**src/rtl/restaurant_pkg.sv**
```systemverilog
// Shared encodings for the restaurant order path: kitchen FSM state_out
// values and the dispatcher's own state enum.
package restaurant_pkg;

    localparam logic [1:0] K_IDLE   = 2'b00;
    localparam logic [1:0] K_PLACED = 2'b01;
    localparam logic [1:0] K_PREP   = 2'b10;
    localparam logic [1:0] K_READY  = 2'b11;

    typedef enum logic [2:0] {
        D_IDLE   = 3'd0,
        D_PLACED = 3'd1,
        D_START  = 3'd2,
        D_COOK   = 3'd3,
        D_READY  = 3'd4
    } disp_state_t;

endpackage

```
**src/rtl/order_fifo.sv**
```systemverilog
// Synchronous FIFO for pending orders. Full/empty are registered alongside
// the count so downstream handshakes see clean flop outputs.
module order_fifo #(
    parameter int DEPTH = 8,
    parameter int WIDTH = 14,
    parameter int CW    = $clog2(DEPTH + 1)
) (
    input  logic             clk,
    input  logic             rst_n,
    input  logic             push,
    input  logic             pop,
    input  logic [WIDTH-1:0] wdata,
    output logic [WIDTH-1:0] rdata,
    output logic             full,
    output logic             empty,
    output logic [CW-1:0]    count
);
    localparam int AW = $clog2(DEPTH);

    logic [WIDTH-1:0] r_mem [DEPTH];
    logic [AW-1:0]    r_wr_ptr;
    logic [AW-1:0]    r_rd_ptr;
    logic [CW-1:0]    r_count;
    logic             r_full;
    logic             r_empty;

    logic             w_push;
    logic             w_pop;
    logic [CW-1:0]    w_cnt_nxt;

    // Requests are qualified here so a pop on empty or push on full is a no-op;
    // a push while full is refused even if a pop frees a slot that same cycle.
    assign w_push    = push && !r_full;
    assign w_pop     = pop && !r_empty;
    assign w_cnt_nxt = r_count + CW'(w_push) - CW'(w_pop);

    // Storage has no reset: stale entries are unreachable once pointers clear.
    always_ff @(posedge clk) begin
        if (w_push) r_mem[r_wr_ptr] <= wdata;
    end

    // Pointer/count bookkeeping; pointers wrap naturally as DEPTH is 2^AW.
    always_ff @(posedge clk or negedge rst_n) begin
        if (!rst_n) begin
            r_wr_ptr <= '0;
            r_rd_ptr <= '0;
            r_count  <= '0;
            r_full   <= 1'b0;
            r_empty  <= 1'b1;
        end else begin
            if (w_push) r_wr_ptr <= r_wr_ptr + 1'b1;
            if (w_pop)  r_rd_ptr <= r_rd_ptr + 1'b1;
            r_count <= w_cnt_nxt;
            r_full  <= (w_cnt_nxt == CW'(DEPTH));
            r_empty <= (w_cnt_nxt == '0);
        end
    end

    assign rdata = r_mem[r_rd_ptr];
    assign full  = r_full;
    assign empty = r_empty;
    assign count = r_count;

endmodule

```
**src/rtl/order_dispatcher.sv**
```systemverilog
// Feeds queued customer orders to the kitchen FSM one at a time: places the
// order, starts cooking, times the cook and raises food_ready, then waits for
// the kitchen to return to idle after the waiter serves.
module order_dispatcher
    import restaurant_pkg::*;
#(
    parameter int DEPTH  = 8,
    parameter int ID_W   = 6,
    parameter int TIME_W = 8,
    parameter int CW     = $clog2(DEPTH + 1)
) (
    input  logic              clk,
    input  logic              reset_n,
    input  logic              ord_valid,
    output logic              ord_ready,
    input  logic [ID_W-1:0]   ord_id,
    input  logic [TIME_W-1:0] ord_time,
    input  logic [1:0]        kitchen_state,
    output logic              place_order,
    output logic              start_cooking,
    output logic              food_ready,
    output logic              active_valid,
    output logic [ID_W-1:0]   active_id,
    output logic [CW-1:0]     queue_count,
    output logic              full,
    output logic              empty
);
    disp_state_t         r_state;
    logic [TIME_W-1:0]   r_time;
    logic [TIME_W-1:0]   r_timer;
    logic                r_place;
    logic                r_start;
    logic                r_food;
    logic                r_active_valid;
    logic [ID_W-1:0]     r_active_id;

    logic                w_full;
    logic                w_empty;
    logic                w_pop;
    logic [ID_W+TIME_W-1:0] w_head;
    logic [TIME_W-1:0]   w_cook_n;

    // Dispatch only from idle, so a finished order always leaves one idle
    // cycle before the next one is popped.
    assign w_pop    = (r_state == D_IDLE) && !w_empty && (kitchen_state == K_IDLE);
    // A zero cook time would never reach the timer==1 exit; run it as one cycle.
    assign w_cook_n = (r_time == '0) ? TIME_W'(1) : r_time;

    order_fifo #(
        .DEPTH (DEPTH),
        .WIDTH (ID_W + TIME_W),
        .CW    (CW)
    ) u_fifo (
        .clk   (clk),
        .rst_n (reset_n),
        .push  (ord_valid),
        .pop   (w_pop),
        .wdata ({ord_id, ord_time}),
        .rdata (w_head),
        .full  (w_full),
        .empty (w_empty),
        .count (queue_count)
    );

    // Dispatcher FSM and cook timer. food_ready is registered one edge early
    // (on the load or when the timer hits 2) so it is high in the cycle the
    // timer reads 1, i.e. the N-th cycle spent cooking.
    always_ff @(posedge clk or negedge reset_n) begin
        if (!reset_n) begin
            r_state        <= D_IDLE;
            r_time         <= '0;
            r_timer        <= '0;
            r_place        <= 1'b0;
            r_start        <= 1'b0;
            r_food         <= 1'b0;
            r_active_valid <= 1'b0;
            r_active_id    <= '0;
        end else begin
            r_place <= 1'b0;
            r_start <= 1'b0;
            r_food  <= 1'b0;
            case (r_state)
                D_IDLE: begin
                    if (w_pop) begin
                        r_active_id    <= w_head[ID_W+TIME_W-1:TIME_W];
                        r_time         <= w_head[TIME_W-1:0];
                        r_active_valid <= 1'b1;
                        r_place        <= 1'b1;
                        r_state        <= D_PLACED;
                    end
                end
                D_PLACED: begin
                    if (kitchen_state == K_PLACED) begin
                        r_start <= 1'b1;
                        r_state <= D_START;
                    end
                end
                D_START: begin
                    if (kitchen_state == K_PREP) begin
                        r_timer <= w_cook_n;
                        r_food  <= (w_cook_n == TIME_W'(1));
                        r_state <= D_COOK;
                    end
                end
                D_COOK: begin
                    r_timer <= r_timer - 1'b1;
                    if (r_timer == TIME_W'(2)) r_food <= 1'b1;
                    if (r_timer == TIME_W'(1)) r_state <= D_READY;
                end
                D_READY: begin
                    if (kitchen_state == K_IDLE) begin
                        r_active_valid <= 1'b0;
                        r_state        <= D_IDLE;
                    end
                end
                default: r_state <= D_IDLE;
            endcase
        end
    end

    assign ord_ready     = !w_full;
    assign full          = w_full;
    assign empty         = w_empty;
    assign place_order   = r_place;
    assign start_cooking = r_start;
    assign food_ready    = r_food;
    assign active_valid  = r_active_valid;
    assign active_id     = r_active_id;

endmodule

```
**config.mk**
```make
export PLATFORM = sky130hd
export DESIGN_NAME = order_dispatcher
export DESIGN_NICKNAME = d
export VERILOG_FILES = /design/src/rtl/restaurant_pkg.sv /design/src/rtl/order_fifo.sv /design/src/rtl/order_dispatcher.sv
export SDC_FILE = /design/constraint.sdc
export NUM_CORES = 1
export LEC_CHECK = 0
export ABC_AREA = 1
export CELL_PAD_IN_SITES_DETAIL_PLACEMENT = 0
export CELL_PAD_IN_SITES_GLOBAL_PLACEMENT = 1
export CORE_MARGIN = 5
export CORE_UTILIZATION = 51
export CTS_CLUSTER_SIZE = 24
export DETAILED_ROUTE_END_ITERATION = 8
export PLACE_DENSITY = 0.84
export RECOVER_POWER = 100
export SETUP_SLACK_MARGIN = 0.05
export SYNTH_ARGS = -nofsm -noshare
export SYNTH_HDL_FRONTEND = slang
export SYNTH_SLANG_ARGS = --single-unit
export TNS_END_PERCENT = 20
```
**constraint.sdc**
```tcl
create_clock -name clk -period 5.2 [get_ports clk]
set_input_delay 0.78 -clock clk [delete_from_list [all_inputs] [get_ports clk]]
set_output_delay 0.78 -clock clk [all_outputs]
set_load 0.03 [all_outputs]
```
# Word-level counts from Yosys, hierarchy flattened
# Memories as Yosys holds them, arrays and structs flattened. A register that Yosys moved wholly into a read port is not among the register bits.
# Cells that the tools add are included.
[totals]
reg_bits = 27
ram_bits = 112
inputBits = 19
out_inout_bits = 17
word_cells = 70
mem_count = 1
[mem_list]
columns = ["name", "depth", "word_bits", "read_ports", "rd_clocked_by_memory_dff", "wr", "line", "source"]
rows = [
  ["u_fifo.r_mem", 8, 14, 1, 1, 1, "order_fifo.sv:20", "logic [WIDTH-1:0] r_mem [DEPTH];"],
]
[op_classes]
add_sub_neg = 5
eq_ne = 15
n_mux = 21
reduce_logical = 17
[op_table]
columns = ["cell", "count"]
rows = [
  ["equality test 8 x 1 -> 1 bit, second input constant", 2],
  ["2-to-1 mux 8 bit", 2],
  ["case mux 8 bit (2 select lines)", 1],
  ["2-to-1 mux 3 bit", 5],
  ["case mux 3 bit (5 select lines)", 1],
  ["2-to-1 mux 1 bit", 10],
  ["equality test 8 x 2 -> 1 bit, second input constant", 1],
  ["zero test 8 bit", 1],
  ["inequality test 2 bit, second input constant", 4],
  ["subtractor 8 x 1 -> 8 bit, second input constant", 1],
  ["adder 3 x 1 -> 3 bit, second input constant", 2],
  ["equality test 3 x 2 -> 1 bit, second input constant", 2],
  ["AND reduction 5 bit", 1],
  ["adder 4 x 1 -> 4 bit", 1],
  ["equality test 4 bit, second input constant", 1],
  ["logical AND 1 bit", 4],
  ["zero test 4 bit", 1],
  ["case mux 1 bit (2 select lines)", 2],
  ["AND reduction 2 bit", 2],
  ["nonzero test 2 bit", 2],
  ["subtractor 4 x 1 -> 4 bit", 1],
  ["equality test 3 x 1 -> 1 bit, second input constant", 1],
  ["equality test 3 bit, second input constant", 1],
  ["zero test 1 bit", 3],
  ["other kinds (6)", 6],
]

# Logic depth before layout (Yosys ltp)
# Gate-level depths: netlist of the first run.
[depth]
ltp_word = 6
depth_mapped = 14
depth_no_buf = 14

# Hierarchy
# A second synthesis of the first run with hierarchy kept.
[unflattened]
hier_cells = 753
area_unflattened_um2 = 7011.7
[modules_own_cells]
columns = ["mod", "n_inst", "cells_per_inst", "area_per_inst_um2", "seq_area_each_um2"]
rows = [
  ["order_fifo", 1, 566, 5539.1, 3664.8],
  ["order_dispatcher", 1, 187, 1472.7, 725.7],
]

# Worst setup path before layout of the first run
# Ideal clock, no wire load.
[synth_timing]
path_kind = "input to register"
from = "in kitchen_state[1]"
to = "reg u_fifo.r_full (netlist: u_fifo.full)"
setup_time_ns = 0.072
t_arrival_ns = 2.549
t_required_ns = 5.128
path_slack_ns = 2.580
stages = 11
path_buffers = 0
cell_sequence = "inv_1 -> nand3_1 -> nor2_1 -> ha_1 -> inv_1 -> ha_1 -> inv_1 -> fa_1 -> inv_1 -> or3_1 -> nor2_1"
[synth_via]
elab_chain_len = 5
[synth_rtl]
columns = ["element", "line", "source"]
rows = [
  ["start: declaration", "order_dispatcher.sv:18", "input logic [1:0] kitchen_state,"],
  ["zero test 2 bit", "order_dispatcher.sv:45", "assign w_pop = (r_state == D_IDLE) && !w_empty && (kitchen_state == K_IDLE);"],
  ["logical AND 1 bit", "order_dispatcher.sv:45", ""],
  ["logical AND 1 bit", "order_fifo.sv:34", "assign w_pop = pop && !r_empty;"],
  ["named net u_fifo.w_pop", "order_fifo.sv:28", "logic w_pop;"],
  ["subtractor 4 x 1 -> 4 bit", "order_fifo.sv:35", "assign w_cnt_nxt = r_count + CW'(w_push) - CW'(w_pop);"],
  ["named net u_fifo.w_cnt_nxt[1]", "order_fifo.sv:29", "logic [CW-1:0] w_cnt_nxt;"],
  ["equality test 4 bit", "order_fifo.sv:54", "r_full <= (w_cnt_nxt == CW'(DEPTH));"],
  ["end signal: assignment", "order_fifo.sv:54", ""],
  ["end: declaration", "order_fifo.sv:24", "logic r_full;"],
]
# The timed path passes the listed nets, and every way through them passes these cells.
# A chain may end at the register's enable or synchronous reset.

# Worst setup path in the final report of the first run
[layout_timing]
from = "in kitchen_state[1]"
to = "reg r_time[6]"
[layout_via]
elab_chain_len = 3
[layout_rtl]
columns = ["element", "line", "source"]
rows = [
  ["zero test 2 bit", "order_dispatcher.sv:45", ""],
  ["logical AND 1 bit", "order_dispatcher.sv:45", ""],
  ["AND reduction 2 bit (no line)", "-", ""],
  ["end signal: assignment", "order_dispatcher.sv:86", "r_time <= w_head[TIME_W-1:0];"],
  ["end: declaration", "order_dispatcher.sv:29", "logic [TIME_W-1:0] r_time;"],
]
# No other way between the ends.

==> results of run 1 <==
[critical path, delay by kind of cell]
family / cells / cell delay (ns)
buf+inv: 3 / 1.31
simple gates: 4 / 1.83
[where the power goes]
group / total (uW) / switching, uW / internal, uW
Clock: 1150 / 490 / 661
Sequential: 1740 / 164 / 1570
Combinational: 1480 / 993 / 488
[sequential cells by signal (all words and copies together) (netlist names)]
signal           count
u_fifo.count         4
r_state              3
u_fifo.r_wr_ptr      3
start_cooking        1
food_ready           1
u_fifo.r_rd_ptr      3
place_order          1
r_time               8
active_valid         1
u_fifo.empty         1
u_fifo.r_mem       112
r_timer              8
u_fifo.full          1
active_id            6
[kinds of logic (layout without fill, tap and decap cells)]
logic type / after synthesis / after routing / share of synthesized area (%)
buffers and inverters: 59 / 113 / 4.61
AO/OA/AOI/OAI: 69 / 69 / 5.45
AND/OR/NAND/NOR: 306 / 306 / 20.4
adder cells (fa/ha/maj): 10 / 10 / 2.01
flip-flops: 153 / 153 / 66.6
XOR/XNOR: 7 / 7 / 0.930
[per-stage QoR]
stage	setup WS [ns]	cells
finish	1.56	830
global route	1.22	830
CTS	2.40	830
detailed placement	1.95	798
global placement	2.03	798
floorplan	2.58	604
[path summary, 6_finish.rpt]
check | startpoint | to | slack [ns] | cells past startpoint
worst max-delay path | kitchen_state[1] | r_time[6] | 1.56 | 7
worst min-delay path | r_timer[6] | r_timer[6] | 0.48 | 2
worst max register to register | r_state[1] | r_time[6] | 1.93 | 6
worst min register to register | r_timer[6] | r_timer[6] | 0.48 | 2
max in group asynchronous | reset_n | r_time[6] | 2.95 | 1
min in group asynchronous | reset_n | start_cooking | 0.99 | 1
[cell usage after synthesis, types with 2 or more instances]
cell	instances	area (um^2)
nand2_1	95	357
o21ai_2	2	17.5
nor2_4	2	22.5
inv_1	32	120
clkbuf_1	6	22.5
buf_4	4	30.0
nand3_2	9	90.1
xor2_1	4	35.0
xnor2_1	3	26.3
nand3_1	48	240
o21ai_1	7	35.0
edfxtp_1	112	3360
o21ai_0	56	280
nor2_1	142	533
o211ai_1	2	15.0
nand3_4	2	35.0
dfrtp_1	40	1000
buf_2	8	40.0
ha_1	9	113
nand2_4	3	33.8
inv_2	2	7.51
[routing by layer]
| layer | vias up | global-route usage (%) |
|---|---|---|
| li1 | 2117 | - |
| met1 | 2054 | 24.2 |
| met2 | 107 | 30.9 |
| met3 | 21 | 5.18 |
| met4 | 0 | 5.40 |
| met5 | - | 0 |
[cell type report]
| class | instances | share of cell area (%) |
|---|---|---|
| clock inverters | 13 | 1.59 |
| inverters | 36 | 1.89 |
| well taps | 172 | 2.85 |
| repair buffers | 45 | 5.14 |
| flip-flops and latches | 153 | 58.0 |
| multi-input cells | 392 | 24.8 |
| clock buffers | 19 | 5.72 |
==> impl_metrics.py, run 1 <==
metrics = {
    "worst_setup_path": {
        "startpoint_type": "primary input",
        "critPathSlowestCell": "nor2_1",
        "endpoint_kind": "flip-flop",
        "slowest_delay_ns": 1.42,
        "criticalPathCategory": "in2reg",
        "worstPathMaxFanout": 20,
        "cp.required_ns": 5.50,
        "cp.arrival_ns": 3.94,
        "path_cells": "dlygate4sd3_1 -> inv_1 -> nand3_1 -> nor2_1 -> inv_1 -> nand2_1 -> nand2_1",
    },
    "status": {
        "violations": "max-capacitance violations, max-slew violations",
        "status": "finished with violations",
    },
    "route": {
        "met3_wirelength_um": 703,
        "drt-total-wl_mm": 13.1,
        "drc": 0,
        "ant_nets": 0,
        "drtIter0Drc": 354,
        "dr.pass1.iters": 5,
        "vias_per_cell": 5.18,
        "top_layer_used": "met4",
        "wl_per_cell_um": 15.8,
        "wl_met2_mm": 6.48,
        "num_vias": 4299,
        "drt-met1-wl_mm": 5.74,
    },
    "clocking": {
        "clk_pin_slew_ns": 0.06,
        "clockRootBuffer": "clkbuf_16",
        "insertion_delay_ns": 0.43,
        "clock_path_buffers": 2,
        "h-tree-depth": 4,
        "cts_resized": 0,
        "numCtsBuffers": 17,
        "cts_tree": "done",
        "post_cts_buffers": 0,
        "ctsHoldBuffers": 0,
        "cts.sinks": 153,
    },
    "place": {
        "post_dp_cell_area_um2": 7060,
        "hpwlAfterDp_mm": 7.99,
        "port_buffers": 35,
        "place_congestion": 0.792,
    },
    "layout": {
        "multi_input_area_um2": 1870,
        "drive_gt1_share_pct": 7.75,
        "final_core_util_pct": 59.9,
        "nets": 674,
        "syn2layout_area_growth_pct": 14.8,
        "final_area_um2": 7560,
        "mostFrequentLayoutCell": "nor2_1",
        "layout_common_cells": "nor2_1, edfxtp_1, nand2_1, o21ai_0, nand3_1",
        "regArea_um2": 4390,
        "diodes": 0,
        "fill_cells": 1068,
    },
    "floorplan": {
        "initial_core_util_pct": 52.2,
        "dieArea_um2": 15300,
        "core_area_um2": 12600,
        "num_rows": 41,
        "die_height_um": 124,
        "boundaryPins": 36,
        "chipWidth_um": 124,
    },
    "logic_synthesis": {
        "synth.ff_latch_count": 153,
        "synth_edf_count": 112,
        "yosys_warnings": 0,
        "ys_types": 37,
        "syn_inst": 604,
        "postSynth.asyncResetShare_pct": 26.8,
        "ys_seq_area_share_pct": 66.6,
        "ys.flop_type": "edfxtp_1",
        "syn-num-nets": 633,
        "synthesis.area_um2": 6590,
        "avgSynthCellArea_um2": 10.9,
    },
    "pwr": {
        "p_total_uw": 4370,
        "p_per_area_nw_per_um2": 578,
        "leakage_uw": 0.00296,
        "ir_drop_v": 0.000381,
    },
    "run": {
        "maxCapViolations": 2,
    },
    "sta": {
        "fin_crit_ns": 3.64,
        "period_share_pct": 69.9,
        "fin_hold_ws_ns": 0.479,
        "timing.fmax_mhz": 275,
        "slew_violations": 63,
        "hold_violations": 0,
        "tightest_slew_ns": 2.18,
        "setup_violations": 0,
        "timing.slew.headroom_pct": -45.4,
        "clock-skew-final_ns": 0.0122,
        "fin_setup_tns_ns": 0,
        "rsz0062_at_grt": "false",
    },
    "grt": {
        "grt_max_degree": 60,
        "grt_pass1_wl_mm": 21.2,
        "grt_antenna_before_repair": 0,
        "overflow": 0,
        "grt_pass1_vias": 4127,
        "grt.total_usage_pct": 18.7,
    },
    "worst_hold_path": {
        "holdCritPathClass": "reg2reg",
    },
}
Power figures use the tool's default switching activity.
==> run 2, diff against run 1 <==
--- a/config.mk
+++ b/config.mk
@@ -9,10 +9,10 @@
 export CELL_PAD_IN_SITES_DETAIL_PLACEMENT = 0
 export CELL_PAD_IN_SITES_GLOBAL_PLACEMENT = 1
 export CORE_MARGIN = 5
-export CORE_UTILIZATION = 51
+export CORE_UTILIZATION = 43
 export CTS_CLUSTER_SIZE = 24
 export DETAILED_ROUTE_END_ITERATION = 8
-export PLACE_DENSITY = 0.84
+export PLACE_DENSITY = 0.75
 export RECOVER_POWER = 100
 export SETUP_SLACK_MARGIN = 0.05
 export SYNTH_ARGS = -nofsm -noshare
==> constraint.sdc (replaced) <==
create_clock -name clk -period 3.1 [get_ports clk]
set_input_delay 0.465 -clock clk [delete_from_list [all_inputs] [get_ports clk]]
set_output_delay 0.465 -clock clk [all_outputs]
set_load 0.03 [all_outputs]
==> impl_metrics.py, run 2 (synthesis gave the netlist of run 1 again) <==
metrics = {
    "status": {
        "status": "finished with violations",
        "violations": "max-capacitance violations, max-slew violations",
    },
    "clocking": {
        "clockRootBuffer": "clkbuf_16",
        "h-tree-depth": 4,
        "numCtsBuffers": 17,
        "clk_pin_slew_ns": 0.06,
        "cts_tree": "done",
        "clock_path_buffers": 2,
        "cts_resized": 0,
        "insertion_delay_ns": 0.42,
        "post_cts_buffers": 0,
        "ctsHoldBuffers": 0,
        "cts.sinks": 153,
    },
    "route": {
        "drt-total-wl_mm": 13.5,
        "wl_per_cell_um": 15.9,
        "drc": 0,
        "drtIter0Drc": 270,
        "ant_nets": 0,
        "num_vias": 4300,
        "dr.pass1.iters": 4,
        "vias_per_cell": 5.06,
    },
    "sta": {
        "fin_crit_ns": 2.73,
        "rsz0062_at_grt": "false",
        "hold_violations": 0,
        "slew_violations": 42,
        "period_share_pct": 87.9,
        "clock-skew-final_ns": 0.00866,
        "timing.fmax_mhz": 367,
        "setup_violations": 0,
        "tightest_slew_ns": 2.21,
        "fin_setup_tns_ns": 0,
        "layout_setup_ws_ns": 0.375,
        "timing.slew.headroom_pct": -47.5,
    },
    "worst_setup_path": {
        "criticalPathCategory": "in2reg",
        "worstPathMaxFanout": 11,
        "cp.arrival_ns": 3.00,
        "endpoint_kind": "flip-flop",
        "startpoint_type": "primary input",
        "ff2ff_setup_slack_ns": 0.38,
        "cp.required_ns": 3.38,
    },
    "floorplan": {
        "core_area_um2": 15100,
        "chipWidth_um": 134,
        "num_rows": 45,
        "die_height_um": 134,
        "dieArea_um2": 17900,
        "boundaryPins": 36,
        "initial_core_util_pct": 43.7,
    },
    "run": {
        "maxCapViolations": 1,
    },
    "layout": {
        "nets": 678,
        "final_core_util_pct": 50.2,
        "mostFrequentLayoutCell": "nor2_1",
        "regArea_um2": 4390,
        "regMostFlops": "u_fifo.r_mem",
        "diodes": 0,
        "fill_cells": 1363,
        "drive_gt1_share_pct": 8.31,
        "largest_reg_flops": 112,
        "multi_input_area_um2": 1850,
        "layout_common_cells": "nor2_1, edfxtp_1, nand2_1, o21ai_0, nand3_1",
        "largest_registers": "u_fifo.r_mem: 112 flops, r_time: 8 flops, r_timer: 8 flops",
        "syn2layout_area_growth_pct": 14.9,
    },
    "place": {
        "dp_slack_ns": 0.198,
        "place_congestion": 0.790,
        "hpwlAfterDp_mm": 8.28,
        "port_buffers": 35,
    },
    "grt": {
        "grt_max_degree": 57,
        "grt_pass1_wl_mm": 22.3,
        "grt_pass1_vias": 4221,
        "grt.total_usage_pct": 16.3,
        "grt_antenna_before_repair": 0,
        "overflow": 0,
    },
    "pwr": {
        "ir_drop_v": 0.000477,
        "leakage_uw": 0.00299,
        "p_per_area_nw_per_um2": 960,
    },
    "worst_hold_path": {
        "holdCritPathClass": "reg2reg",
    },
}
## run 2: cell count changes in the layout (fill, tap and decap cells not counted), sizes merged
cell           change
buf                +3
clkdlybuf4s50      +2
dlygate4sd3        -2
inv                +2
bufinv             -1
clkinv             +1
clkinvlp           -1
## run 2: critical path, stage by stage
cell	delay, ns
clkdlybuf4s50_1	0.44
inv_1	0.09
nand3_1	0.12
nor2_1	0.95
clkbuf_1	0.60
nand2_1	0.15
xor2_1	0.18
## run 2: worst paths after layout
kind                                   from                 end  cells after the start
setup / recovery           kitchen_state[0]  u_fifo.r_rd_ptr[2]                      7
hold / removal                 active_valid        active_valid                      2
setup reg to reg                 r_state[1]  u_fifo.r_rd_ptr[2]                      6
hold reg to reg                active_valid        active_valid                      2
max in group asynchronous           reset_n        active_id[3]                      1
min in group asynchronous           reset_n         u_fifo.full                      1
## run 2: per-stage QoR
step                power, uW  hold WS (ns)  area [um^2]  instances
global placement         5480         0.461         7110        818
detailed placement       5560         0.466         7110        818
CTS                      7460         0.213         7660        850
global route             7830         0.514         7570        850
finish                   7270         0.466         7570        850
floorplan                4830         0.169         6590        604
## run 2: power by group
group | switching, uW | internal (uW) | leakage [uW]
Combinational | 1690 | 828 | 0.00120
Sequential | 226 | 2640 | 0.00152
Clock | 839 | 1040 | 0.000266
## run 2: per-layer routing
metal  vias up  wire (um)  GRT usage, %  share of wire, %
li1       2127          -             -                 -
met1      2067       5990          20.8                44
met2        85       6820          27.2                50
met3        21        504          3.38               3.7
met4         0        228          6.51               1.7
met5         -          0             0                 0
## run 2: layout make-up
cell class,instances,share of cell area (%)
Sequential cell,153,58.0
Multi-Input combinational cell,392,24.4
Clock buffer,18,5.67
Timing Repair Buffer,49,5.48
Tap cell,188,3.11
Inverter,36,1.83
Clock inverter,14,1.50
